[config.mk]
export PLATFORM = sky130hd
export DESIGN_NAME = inst_mem_loader_flat
export DESIGN_NICKNAME = d
export VERILOG_FILES = /design/src/rtl/inst_mem_loader_if.sv /design/src/rtl/inst_mem_loader.sv /design/src/flat_wrapper.sv
export SDC_FILE = /design/constraint.sdc
export NUM_CORES = 1
export LEC_CHECK = 0
export CORE_ASPECT_RATIO = 0.75
export CORE_MARGIN = 2
export CORE_UTILIZATION = 31
export CTS_CLUSTER_SIZE = 8
export DETAILED_ROUTE_END_ITERATION = 10
export PLACE_DENSITY = 0.59
export SYNTH_ARGS = -nofsm -noshare
export SYNTH_HDL_FRONTEND = slang
export SYNTH_SLANG_ARGS = --single-unit
[constraint.sdc]
create_clock -name i_clock -period 4.9 [get_ports i_clock]
set_input_delay 0.49 -clock i_clock [delete_from_list [all_inputs] [get_ports i_clock]]
set_output_delay 0.49 -clock i_clock [all_outputs]
set_load 0.01 [all_outputs]
[src/rtl/inst_mem_loader_if.sv]
// Byte-stream input and instruction-memory write port
// of the program loader.
interface inst_mem_loader_if #(
  parameter int ADDR_WIDTH = 8
);
  logic                  start;
  logic                  byte_valid;
  logic [7:0]            byte_data;
  logic                  byte_ready;
  logic                  mem_we;
  logic [ADDR_WIDTH-1:0] mem_addr;
  logic [31:0]           mem_wdata;

  modport master (
    output start,
    output byte_valid,
    output byte_data,
    input  byte_ready,
    input  mem_we,
    input  mem_addr,
    input  mem_wdata
  );

  modport slave (
    input  start,
    input  byte_valid,
    input  byte_data,
    output byte_ready,
    output mem_we,
    output mem_addr,
    output mem_wdata
  );
endinterface

[src/rtl/inst_mem_loader.sv]
// Loads a length-framed little-endian byte stream into
// instruction memory and holds the core until complete.
module inst_mem_loader #(
  parameter int ADDR_WIDTH = 8,
  parameter int MAX_WORDS  = 256
) (
  input  logic              i_clock,
  input  logic              i_reset_n,
  inst_mem_loader_if.slave  bus,
  output logic [ADDR_WIDTH:0] o_words_loaded,
  output logic              o_done,
  output logic              o_error,
  output logic              o_cpu_hold
);

  typedef enum logic [2:0] {
    S_IDLE,
    S_LEN_LO,
    S_LEN_HI,
    S_DATA,
    S_WRITE,
    S_DONE,
    S_ERROR
  } state_t;

  localparam logic [15:0] LP_MAX = 16'(MAX_WORDS);

  state_t                r_state;
  state_t                w_state_nxt;
  logic                  r_byte_ready;
  logic                  r_mem_we;
  logic [ADDR_WIDTH-1:0] r_mem_addr;
  logic [31:0]           r_mem_wdata;
  logic [ADDR_WIDTH:0]   r_words_loaded;
  logic                  r_done;
  logic                  r_error;
  logic                  r_cpu_hold;
  logic [15:0]           r_len;
  logic [1:0]            r_idx;

  logic                  w_xfer;
  logic [15:0]           w_len;
  logic [ADDR_WIDTH:0]   w_cnt_inc;
  logic                  w_last;

  assign w_xfer    = bus.byte_valid & r_byte_ready;
  assign w_len     = {bus.byte_data, r_len[7:0]};
  assign w_cnt_inc = r_words_loaded + 1'b1;
  assign w_last    = (16'(w_cnt_inc) == r_len);

  always_ff @(posedge i_clock or negedge i_reset_n) begin
    if (!i_reset_n) r_state <= S_IDLE;
    else            r_state <= w_state_nxt;
  end

  always_comb begin
    w_state_nxt = r_state;
    unique case (r_state)
      S_IDLE: begin
        if (bus.start) w_state_nxt = S_LEN_LO;
      end
      S_LEN_LO: begin
        if (w_xfer) w_state_nxt = S_LEN_HI;
      end
      S_LEN_HI: begin
        if (w_xfer) begin
          if (w_len == 16'd0)
            w_state_nxt = S_DONE;
          else if (w_len > LP_MAX)
            w_state_nxt = S_ERROR;
          else
            w_state_nxt = S_DATA;
        end
      end
      S_DATA: begin
        if (w_xfer && r_idx == 2'd3)
          w_state_nxt = S_WRITE;
      end
      S_WRITE: begin
        w_state_nxt = w_last ? S_DONE : S_DATA;
      end
      S_DONE, S_ERROR: begin
        if (bus.start) w_state_nxt = S_LEN_LO;
      end
      default: w_state_nxt = S_IDLE;
    endcase
  end

  // Status outputs are registered from the next state so
  // they line up with the state they describe.
  always_ff @(posedge i_clock or negedge i_reset_n) begin
    if (!i_reset_n) begin
      r_byte_ready   <= 1'b0;
      r_mem_we       <= 1'b0;
      r_mem_addr     <= '0;
      r_mem_wdata    <= '0;
      r_words_loaded <= '0;
      r_done         <= 1'b0;
      r_error        <= 1'b0;
      r_cpu_hold     <= 1'b1;
      r_len          <= '0;
      r_idx          <= '0;
    end else begin
      r_byte_ready <= (w_state_nxt == S_LEN_LO) ||
                      (w_state_nxt == S_LEN_HI) ||
                      (w_state_nxt == S_DATA);
      r_mem_we     <= (w_state_nxt == S_WRITE);
      r_done       <= (w_state_nxt == S_DONE);
      r_error      <= (w_state_nxt == S_ERROR);
      r_cpu_hold   <= (w_state_nxt != S_DONE);
      unique case (r_state)
        S_IDLE, S_DONE, S_ERROR: begin
          if (bus.start) begin
            r_words_loaded <= '0;
            r_mem_addr     <= '0;
            r_idx          <= '0;
          end
        end
        S_LEN_LO: begin
          if (w_xfer) r_len[7:0] <= bus.byte_data;
        end
        S_LEN_HI: begin
          if (w_xfer) begin
            r_len[15:8] <= bus.byte_data;
            r_mem_addr  <= '0;
            r_idx       <= '0;
          end
        end
        S_DATA: begin
          // First byte ends up in [7:0] after four shifts.
          if (w_xfer) begin
            r_mem_wdata <= {bus.byte_data, r_mem_wdata[31:8]};
            r_idx       <= r_idx + 2'd1;
          end
        end
        S_WRITE: begin
          r_words_loaded <= w_cnt_inc;
          if (!w_last) r_mem_addr <= r_mem_addr + 1'b1;
        end
        default: ;
      endcase
    end
  end

  assign bus.byte_ready  = r_byte_ready;
  assign bus.mem_we      = r_mem_we;
  assign bus.mem_addr    = r_mem_addr;
  assign bus.mem_wdata   = r_mem_wdata;
  assign o_words_loaded  = r_words_loaded;
  assign o_done          = r_done;
  assign o_error         = r_error;
  assign o_cpu_hold      = r_cpu_hold;

endmodule
[src/flat_wrapper.sv]
// flat-port wrapper written by rule: the top's interface ports become plain ports
module inst_mem_loader_flat 
#(
  parameter int ADDR_WIDTH = 8,
  parameter int MAX_WORDS  = 256
)
  (i_clock, i_reset_n, o_words_loaded, o_done, o_error, o_cpu_hold, bus_start, bus_byte_valid, bus_byte_data, bus_byte_ready, bus_mem_we, bus_mem_addr, bus_mem_wdata);
  inst_mem_loader_if #(.ADDR_WIDTH(ADDR_WIDTH)) bus_i ();
  input  logic i_clock;
  input  logic i_reset_n;
  output logic [ADDR_WIDTH:0] o_words_loaded;
  output logic o_done;
  output logic o_error;
  output logic o_cpu_hold;
  input wire logic [$bits(bus_i.start)-1:0] bus_start;
  input wire logic [$bits(bus_i.byte_valid)-1:0] bus_byte_valid;
  input wire logic [$bits(bus_i.byte_data)-1:0] bus_byte_data;
  output wire logic [$bits(bus_i.byte_ready)-1:0] bus_byte_ready;
  output wire logic [$bits(bus_i.mem_we)-1:0] bus_mem_we;
  output wire logic [$bits(bus_i.mem_addr)-1:0] bus_mem_addr;
  output wire logic [$bits(bus_i.mem_wdata)-1:0] bus_mem_wdata;
  assign bus_i.start = bus_start;
  assign bus_i.byte_valid = bus_byte_valid;
  assign bus_i.byte_data = bus_byte_data;
  assign bus_byte_ready = bus_i.byte_ready;
  assign bus_mem_we = bus_i.mem_we;
  assign bus_mem_addr = bus_i.mem_addr;
  assign bus_mem_wdata = bus_i.mem_wdata;
  inst_mem_loader #(.ADDR_WIDTH(ADDR_WIDTH), .MAX_WORDS(MAX_WORDS)) u_core (.i_clock(i_clock), .i_reset_n(i_reset_n), .bus(bus_i), .o_words_loaded(o_words_loaded), .o_done(o_done), .o_error(o_error), .o_cpu_hold(o_cpu_hold));
endmodule
# After elaboration in Yosys (flattened, before gate mapping)

Cells that the tools add are included.

Add/subtract/negate cells: 3
Order comparisons: 1
Equality and inequality tests: 19
Mux-type cells: 18
Bitwise gates (word level): 1
Reductions and logical operators: 15

Operators by type and width:

| cell                                                  | count |
|---|---|
| two-way mux 8 bit                                     | 3 |
| one-hot mux 8 bit (3 select lines)                    | 1 |
| two-way mux 3 bit                                     | 7 |
| == test 3 bit, second input constant                  | 6 |
| one-hot mux 9 bit (2 select lines)                    | 1 |
| == test 9 x 16 -> 1 bit                               | 1 |
| > comparator 16 x 9 -> 1 bit, second input constant   | 1 |
| zero test 16 bit                                      | 1 |
| one-hot mux 3 bit (5 select lines)                    | 1 |
| == test 3 x 2 -> 1 bit, second input constant         | 4 |
| adder 9 x 1 -> 9 bit, second input constant           | 1 |
| two-way mux 9 bit                                     | 1 |
| adder 8 x 1 -> 8 bit, second input constant           | 1 |
| AND reduction 2 bit                                   | 4 |
| AND reduction 4 bit                                   | 2 |
| == test 3 x 1 -> 1 bit, second input constant         | 2 |
| two-way mux 2 bit                                     | 3 |
| inequality test 2 x 1 -> 1 bit, second input constant | 3 |
| one-hot mux 2 bit (3 select lines)                    | 1 |
| nonzero test 3 bit                                    | 2 |
| zero test 3 bit                                       | 1 |
| inequality test 3 bit, second input constant          | 1 |
| OR reduction 3 bit                                    | 1 |
| adder 2 x 1 -> 2 bit, second input constant           | 1 |
| 6 further kinds                                       | 7 |

Register bits after elaboration: 75
Input bits: 12
Output and inout bits: 54
Logic and storage cells: 69

# Longest topological paths before layout

Gate-level depths: netlist (run 1).

Depth after elaboration: 8
Depth in mapped cells: 9
Gate-level depth less buffers: 8

# Least setup slack after synthesis (run 1)

OpenSTA, ideal clock, no wires.

Path type: register to register
Start: reg u_core.r_words_loaded[0] (netlist: u_core.o_words_loaded[0])
End: reg u_core.r_mem_addr[1] (netlist: u_core.bus.mem_addr[1])
Library setup time: 0.126 ns
Arrival time: 2.030 ns
Data required time: 4.774 ns
Slack: 2.744 ns
Stages on the path, launching flop included: 10
Buffers on the path: 1
Period minus slack after synthesis: 2.156 ns
Cells stage by stage: dfrtp_1 -> ha_1 -> and2_1 -> and3_1 -> xnor2_1 -> nand4_1 -> a21oi_4 -> buf_6 -> nor2_2 -> a221o_1

Word-level cells in the longest chain between the ends: 4

Ends and longest elaborated chain:

| what                            | line                   | RTL |
|---|---|---|
| start, declared                 | inst_mem_loader.sv:34  | `logic [ADDR_WIDTH:0] r_words_loaded;` |
| start signal, assigned          | inst_mem_loader.sv:137 | `r_words_loaded <= w_cnt_inc;` |
| adder 9 x 1 -> 9 bit            | inst_mem_loader.sv:48  | `assign w_cnt_inc = r_words_loaded + 1'b1;` |
| == test 9 x 16 -> 1 bit         | inst_mem_loader.sv:49  | `assign w_last = (16'(w_cnt_inc) == r_len);` |
| inequality test 2 bit (no line) | -                      |  |
| AND reduction 4 bit (no line)   | -                      |  |
| end signal, assigned            | inst_mem_loader.sv:138 | `if (!w_last) r_mem_addr <= r_mem_addr + 1'b1;` |
| end, declared                   | inst_mem_loader.sv:32  | `logic [ADDR_WIDTH-1:0] r_mem_addr;` |

No other way between the ends.
A chain may end at the register's enable or synchronous reset.

# Worst setup path in the final report (run 1)

Same ends and word-level chain as after synthesis.

==> results of run 1 <==
==> final cells by class <==
type                    count  share of cell area [%]
multi-input cells         216                    34.4
inverters                   9                   0.736
flip-flops and latches     75                    40.9
clock buffers              12                    5.15
repair buffers             68                    14.6
clock inverters             4                   0.436
well taps                 140                    3.82
==> layer usage <==
metal  vias to the layer above  part of all wire, %  track usage (%)
met5                         -                    0                0
met3                         8                  4.9             5.07
met2                        52                   45             21.4
li1                       1248                    -                -
met1                      1294                   49             19.0
met4                         0                  1.1             4.12
==> metrics by stage <==
stage	cells	util (%)	setup slack (ps)	hold WS, ps
6_report	524	41.6	2460	388
5_1_grt	524	41.6	2220	468
4_1_cts	524	41.6	2440	423
3_5_place_dp	508	39.3	2350	485
3_3_place_gp	508	39.3	2380	468
2_1_floorplan	311	-	2740	194
==> power by group <==
part / internal [µW] / leakage (µW) / switching [µW]
logic: 568 / 0.000815 / 410
clock network: 339 / 0.000130 / 237
registers: 857 / 0.000950 / 222
total: 1760 / 0.00189 / 868
==> logic make-up after synthesis <==
| kind of cell | share of synthesized area (%) |
|---|---|
| simple gates | 14.5 |
| flops | 53.0 |
| mux | 15.5 |
| compound gates | 9.29 |
| buf+inv | 2.47 |
| xor+xnor | 4.17 |
| fa+ha+maj | 1.06 |
==> worst max-delay path by stage <==
stage               depth (start not counted)                     start                endpoint
floorplan                                   9  u_core.o_words_loaded[0]  u_core.bus.mem_addr[1]
global placement                            7            bus_byte_valid       u_core.o_cpu_hold
detailed placement                          7            bus_byte_valid       u_core.o_cpu_hold
CTS                                         8  u_core.o_words_loaded[0]  u_core.bus.mem_addr[1]
global route                                8  u_core.o_words_loaded[0]  u_core.bus.mem_addr[1]
finish                                      8  u_core.o_words_loaded[0]  u_core.bus.mem_addr[1]
==> flip-flops by register name (all words and copies together) (netlist names) <==
name / count
u_core.bus.byte_ready: 1
u_core.o_words_loaded: 9
u_core.bus.mem_we: 1
u_core.bus.mem_wdata: 32
u_core.o_error: 1
u_core.o_cpu_hold: 1
u_core.bus.mem_addr: 8
u_core.o_done: 1
u_core.r_state: 3
u_core.r_idx: 2
u_core.r_len: 16
==> cell usage in the layout (no fill, tap or decap), types with 2 or more instances in the layout <==
cell type,count
a21boi_0,2
clkbuf_16,9
o311ai_0,2
clkdlybuf4s50_1,64
xnor2_1,10
nor2_1,14
ha_1,3
nand2_1,37
mux2i_1,2
a21oi_1,7
o21ai_0,20
nor3b_1,2
buf_4,3
clkbuf_1,3
xor2_1,5
o211ai_1,4
clkinv_2,4
mux2_2,47
nand4_1,5
nor4_1,5
nand3_1,11
and2_1,2
o22ai_1,2
nor3_1,3
or4_1,6
a31oi_1,2
nand2b_1,4
dfrtp_1,74
inv_1,9
==> metrics.md, run 1 <==
| Metric | Value |
|---|---|
| Run status | finished, final reports clean |
| HP Class | input pin to async pin |
| Most frequent cells after synthesis | dfrtp_1, mux2_2, nand2_1 |
| Worst Path Required | 5110 ps |
| Share of cells above drive strength 1 | 19.5% |
| Remaining DRCs | 0 |
| Worst-path maximum fanout | 17 |
| Yosys top cell area share | 52.3% |
| Worst-Skew Late Latency | 330 ps |
| Starting Density | 32.1% |
| Total number of vias | 2,602 |
| TritonCTS clock tree | yes |
| Worst setup SP type | register |
| Congestion Overflow GR | 0 |
| Cell count after synthesis | 311 |
| Power, Total | 2630 µW |
| Synth warnings | 0 |
| Unrepaired setup endpoints after global routing | false |
| Clock skew | 5.25 ps |
| Synth top area cells | dfrtp_1, mux2_2, nand2_1 |
| Crit path largest cell delay | 480 ps |
| Yosys cell types | 51 |
| Setup CP Type | register to register |
| Seq. cell area | 1880 µm² |
| Setup TNS | 0 ps |
| Gr usage total | 14.1% |
| Worst-case vdd ir drop | 0.000309 V |
| Post-synth EDFFs | 0 |
| Die area | 12,300 µm² |
| First-pass GRT wire length | 13,400 µm |
| Slowest CP cell | dfrtp_1 |
| CTS Hold Bufs | 0 |
| Critical Path End Type | register |
| DP Area | 4330 µm² |
| Max cap viols | 0 |
| Nets | 394 |
| N_diodes | 0 |
| Slew @ Worst Pin | 998 ps |
| Die width | 127 µm |
| Number of top-level pins | 66 |
| Final slew viol count | 0 |
| Max_slew headroom | 33.3% |
| Initial antenna violation count | 0 |
| Final-report setup violation count | 0 |
| Detailed Route WL | 7890 µm |
| Crit path DAT | 2650 ps |
| Wire per inst | 15.0 µm |
| Rows | 33 |
| Most frequent cell after synthesis | dfrtp_1 |
| CTS clk-pin slew, worst paths | 60 ps |
| Leak | 0.00189 µW |
| Cell family with most CP delay | compound AO/OA/AOI/OAI gates |
| Asr flop ratio synth | 100% |
| GP Congestion | 0.861 |
| Die Ht | 96.6 µm |
| Reg2reg end | u_core.bus.mem_addr[1] |
| H-tree depth | 3 |
| Multi-input gate area | 1580 µm² |
| Synth Area per Inst | 11.4 µm² |
| Ys flop type | dfrtp_1 |
| Max clock buf depth | 2 |
| Post-DP HPWL | 5550 µm |
| Clk sinks | 75 |
| Final period util | 49.8% |
| Vias in the first global route | 2,622 |
| Bufs and invs on worst path | 0 |
| Area growth from synthesis to layout | 29.5% |
| First drt pass iteration count | 4 |
| Core area | 11,000 µm² |
| Clock root cell | clkbuf_16 |
| Filler cell count | 1,046 |
| TritonCTS Buffers | 9 |
| Worst r2r src | u_core.o_words_loaded[0] |
| Final Hold Violating Endpoints | 0 |
| R2r setup slk | 2460 ps |
| Yosys reg bits | 75 |
| R2R depth | 8 |
| Cells along the critical path | ha_1 -> and2_1 -> and3_1 -> xnor2_1 -> nand4_1 -> a21oi_4 -> nor2_2 -> a221o_1 |
| Fin crit period | 2440 ps |
| Area leader, netlist | dfrtp_1 |
| Post-synthesis cell area | 3540 µm² |
| Largest net degree at the start of global routing | 76 |
| Cts repair resizes | 0 |
| Final instance area | 4590 µm² |
| DR iter-0 viols | 144 |
| Synthesized net count | 326 |
| Vias per cell | 4.97 |
| PortBufs | 65 |
| Setup bufs post-CTS | 0 |
| Fmax | 410 MHz |
| Power per cell area | 574 nW/µm² |
| DRT antenna net count | 0 |
| Sequential element share of the synthesized area | 53.0% |
Note: power is estimated with default switching activity, not from simulation.
==> run 2: changes to the inputs <==
Settings changed: PLACE_DENSITY 0.59 to 0.61.
Clock period 4.9 ns to 2 ns, I/O delays scaled along.
==> run 2 against run 1 <==
- worst setup slack lost 2500 ps
- critical endpoint unchanged
- maximum frequency grew 22%
- clock power grew to 2.9 times the previous value
- combinational power grew to 2.8 times the previous value
- critical path depth is the same
- die area is the same
- first-iteration DRC count grew 18%
- the flow now finishes with violations (setup timing)
- total power grew to 2.7 times the previous value
- cell area grew 9.4%
- flip-flop and latch count is the same
- sequential power grew 140%
- highest routed layer unchanged
==> metrics.md, run 2 (synthesized netlist as in run 1, its figures left out) <==
| Metric | Value |
|---|---|
| DRT antenna net count | 0 |
| Clk sinks | 75 |
| GP Congestion | 0.831 |
| Vias per cell | 4.90 |
| Clock root cell | clkbuf_16 |
| Worst-Skew Late Latency | 330 ps |
| HP Class | input pin to async pin |
| First drt pass iteration count | 5 |
| CTS clk-pin slew, worst paths | 60 ps |
| Crit path DAT | 2280 ps |
| Setup CP Type | register to register |
| Initial antenna violation count | 0 |
| R2r setup slk | -9 ps |
| Worst-path maximum fanout | 14 |
| Detailed Route WL | 8170 µm |
| Failing checks | setup timing |
| Gr usage total | 14.0% |
| Rows | 33 |
| Worst r2r src | u_core.o_words_loaded[3] |
| Die area | 12,300 µm² |
| Slew @ Worst Pin | 404 ps |
| Post-DP HPWL | 5780 µm |
| Wire per inst | 14.6 µm |
| Reg2reg end | u_core.bus.mem_addr[1] |
| Number of flip-flops in the largest register | 32 |
| Final-report setup violation count | 1 |
| Final slew viol count | 0 |
| Leak | 0.00212 µW |
| Clock skew | 3.87 ps |
| Critical Path End Type | register |
| Seq. cell area | 1890 µm² |
| Total number of vias | 2,735 |
| Commonest non-fill, non-tap cells in the layout | dfrtp_1, clkdlybuf4s50_1, mux2_2 |
| Core area | 11,000 µm² |
| H-tree depth | 3 |
| Commonest non-fill, non-tap cell in the layout | dfrtp_1 |
| PortBufs | 65 |
| Final std cells w/o fill | 558 |
| Die width | 127 µm |
| Worst setup SP type | register |
| Multi-input gate area | 1650 µm² |
| DR iter-0 viols | 170 |
| Unrepaired setup endpoints after global routing | true |
| Area growth from synthesis to layout | 41.7% |
| TritonCTS clock tree | yes |
| First-pass GRT wire length | 13,400 µm |
| Placement Setup Slack | -114 ps |
| Run status | finished, violations left |
| Worst-case vdd ir drop | 0.000739 V |
| TritonCTS Buffers | 9 |
| Setup slack after layout | -9.21 ps |
| Final period util | 100% |
| Max cap viols | 0 |
| Remaining DRCs | 0 |
| Nets | 428 |
| Power per cell area | 1390 nW/µm² |
| Final Hold Violating Endpoints | 0 |
| Max_slew headroom | 73.0% |
| Filler cell count | 995 |
| N_diodes | 0 |
| Fmax | 498 MHz |
| Fin crit period | 2010 ps |
| Number of top-level pins | 66 |
| Congestion Overflow GR | 0 |
| Max clock buf depth | 2 |
| Starting Density | 32.1% |
| Worst Path Required | 2270 ps |
| R2R depth | 8 |
| Vias in the first global route | 2,692 |
| Die Ht | 96.6 µm |
| Share of cells above drive strength 1 | 30.9% |
| Placed insts | 539 |
| Largest net degree at the start of global routing | 76 |
## run 2: worst max-delay path by stage
stage / from / end / slack (ps) / cells after the start
final: u_core.o_words_loaded[3] / u_core.bus.mem_addr[1] / -9 / 8
after global routing: u_core.r_len[4] / u_core.o_cpu_hold / -110 / 7
after CTS: u_core.o_words_loaded[1] / u_core.bus.mem_addr[4] / -2 / 9
after detailed placement: bus_byte_data[4] / u_core.o_cpu_hold / -110 / 9
after global placement: bus_byte_data[5] / u_core.o_cpu_hold / -40 / 9
after floorplan: u_core.o_words_loaded[0] / u_core.bus.mem_addr[1] / 30 / 9
## run 2: report_power, final
group / switching (µW) / total, µW / internal (µW)
clock: 634 / 1670 / 1040
sequential: 450 / 2560 / 2110
combinational: 1170 / 2760 / 1600
total: 2250 / 6990 / 4740
## run 2: metrics by stage
step	hold WS [ps]	TNS, ps	instance area [µm²]	utilization, %	total power, µW
2_1_floorplan	-95.6	0	3590	-	3990
3_3_place_gp	266	-41.5	4640	42.1	5230
3_5_place_dp	269	-283	4640	42.1	5300
4_1_cts	447	-5.61	4990	45.3	7020
5_1_grt	477	-698	5020	45.5	7400
6_report	429	-9.21	5020	45.5	6990
## run 2: layout make-up
| cell class | count | area share, % |
|---|---|---|
| timing repair buffer | 102 | 19.2 |
| sequential | 75 | 37.6 |
| tap | 140 | 3.49 |
| multi-input combinational | 216 | 32.8 |
| clock inverter | 5 | 1.22 |
| inverter | 9 | 0.673 |
| clock buffer | 11 | 5.03 |
## run 2: worst max-delay path, stage by stage, from the launching register on
cell and delay, ps:
dfrtp_1 430, and4_4 270, nand2_1 90, a2111oi_4 320, o21bai_2 130, a21oi_4 250, buf_12 160, and3_2 180
a221o_1 110
## run 2: metal layers
layer	vias up	part of all wire (%)	track usage (%)
li1	1321	-	-
met1	1346	50	19.7
met2	61	45	20.9
met3	7	4.2	4.63
met4	0	0.99	3.57
met5	-	0	0
## run 2: repair_timing
action                                  CTS  global route
hold buffers                              1             0
gates resized for setup                   5             4
cloned                                    0             0
endpoints found under the hold margin    74             0
setup buffers                             0             2
endpoints found under the setup margin    4            13
pin swaps                                 1             6
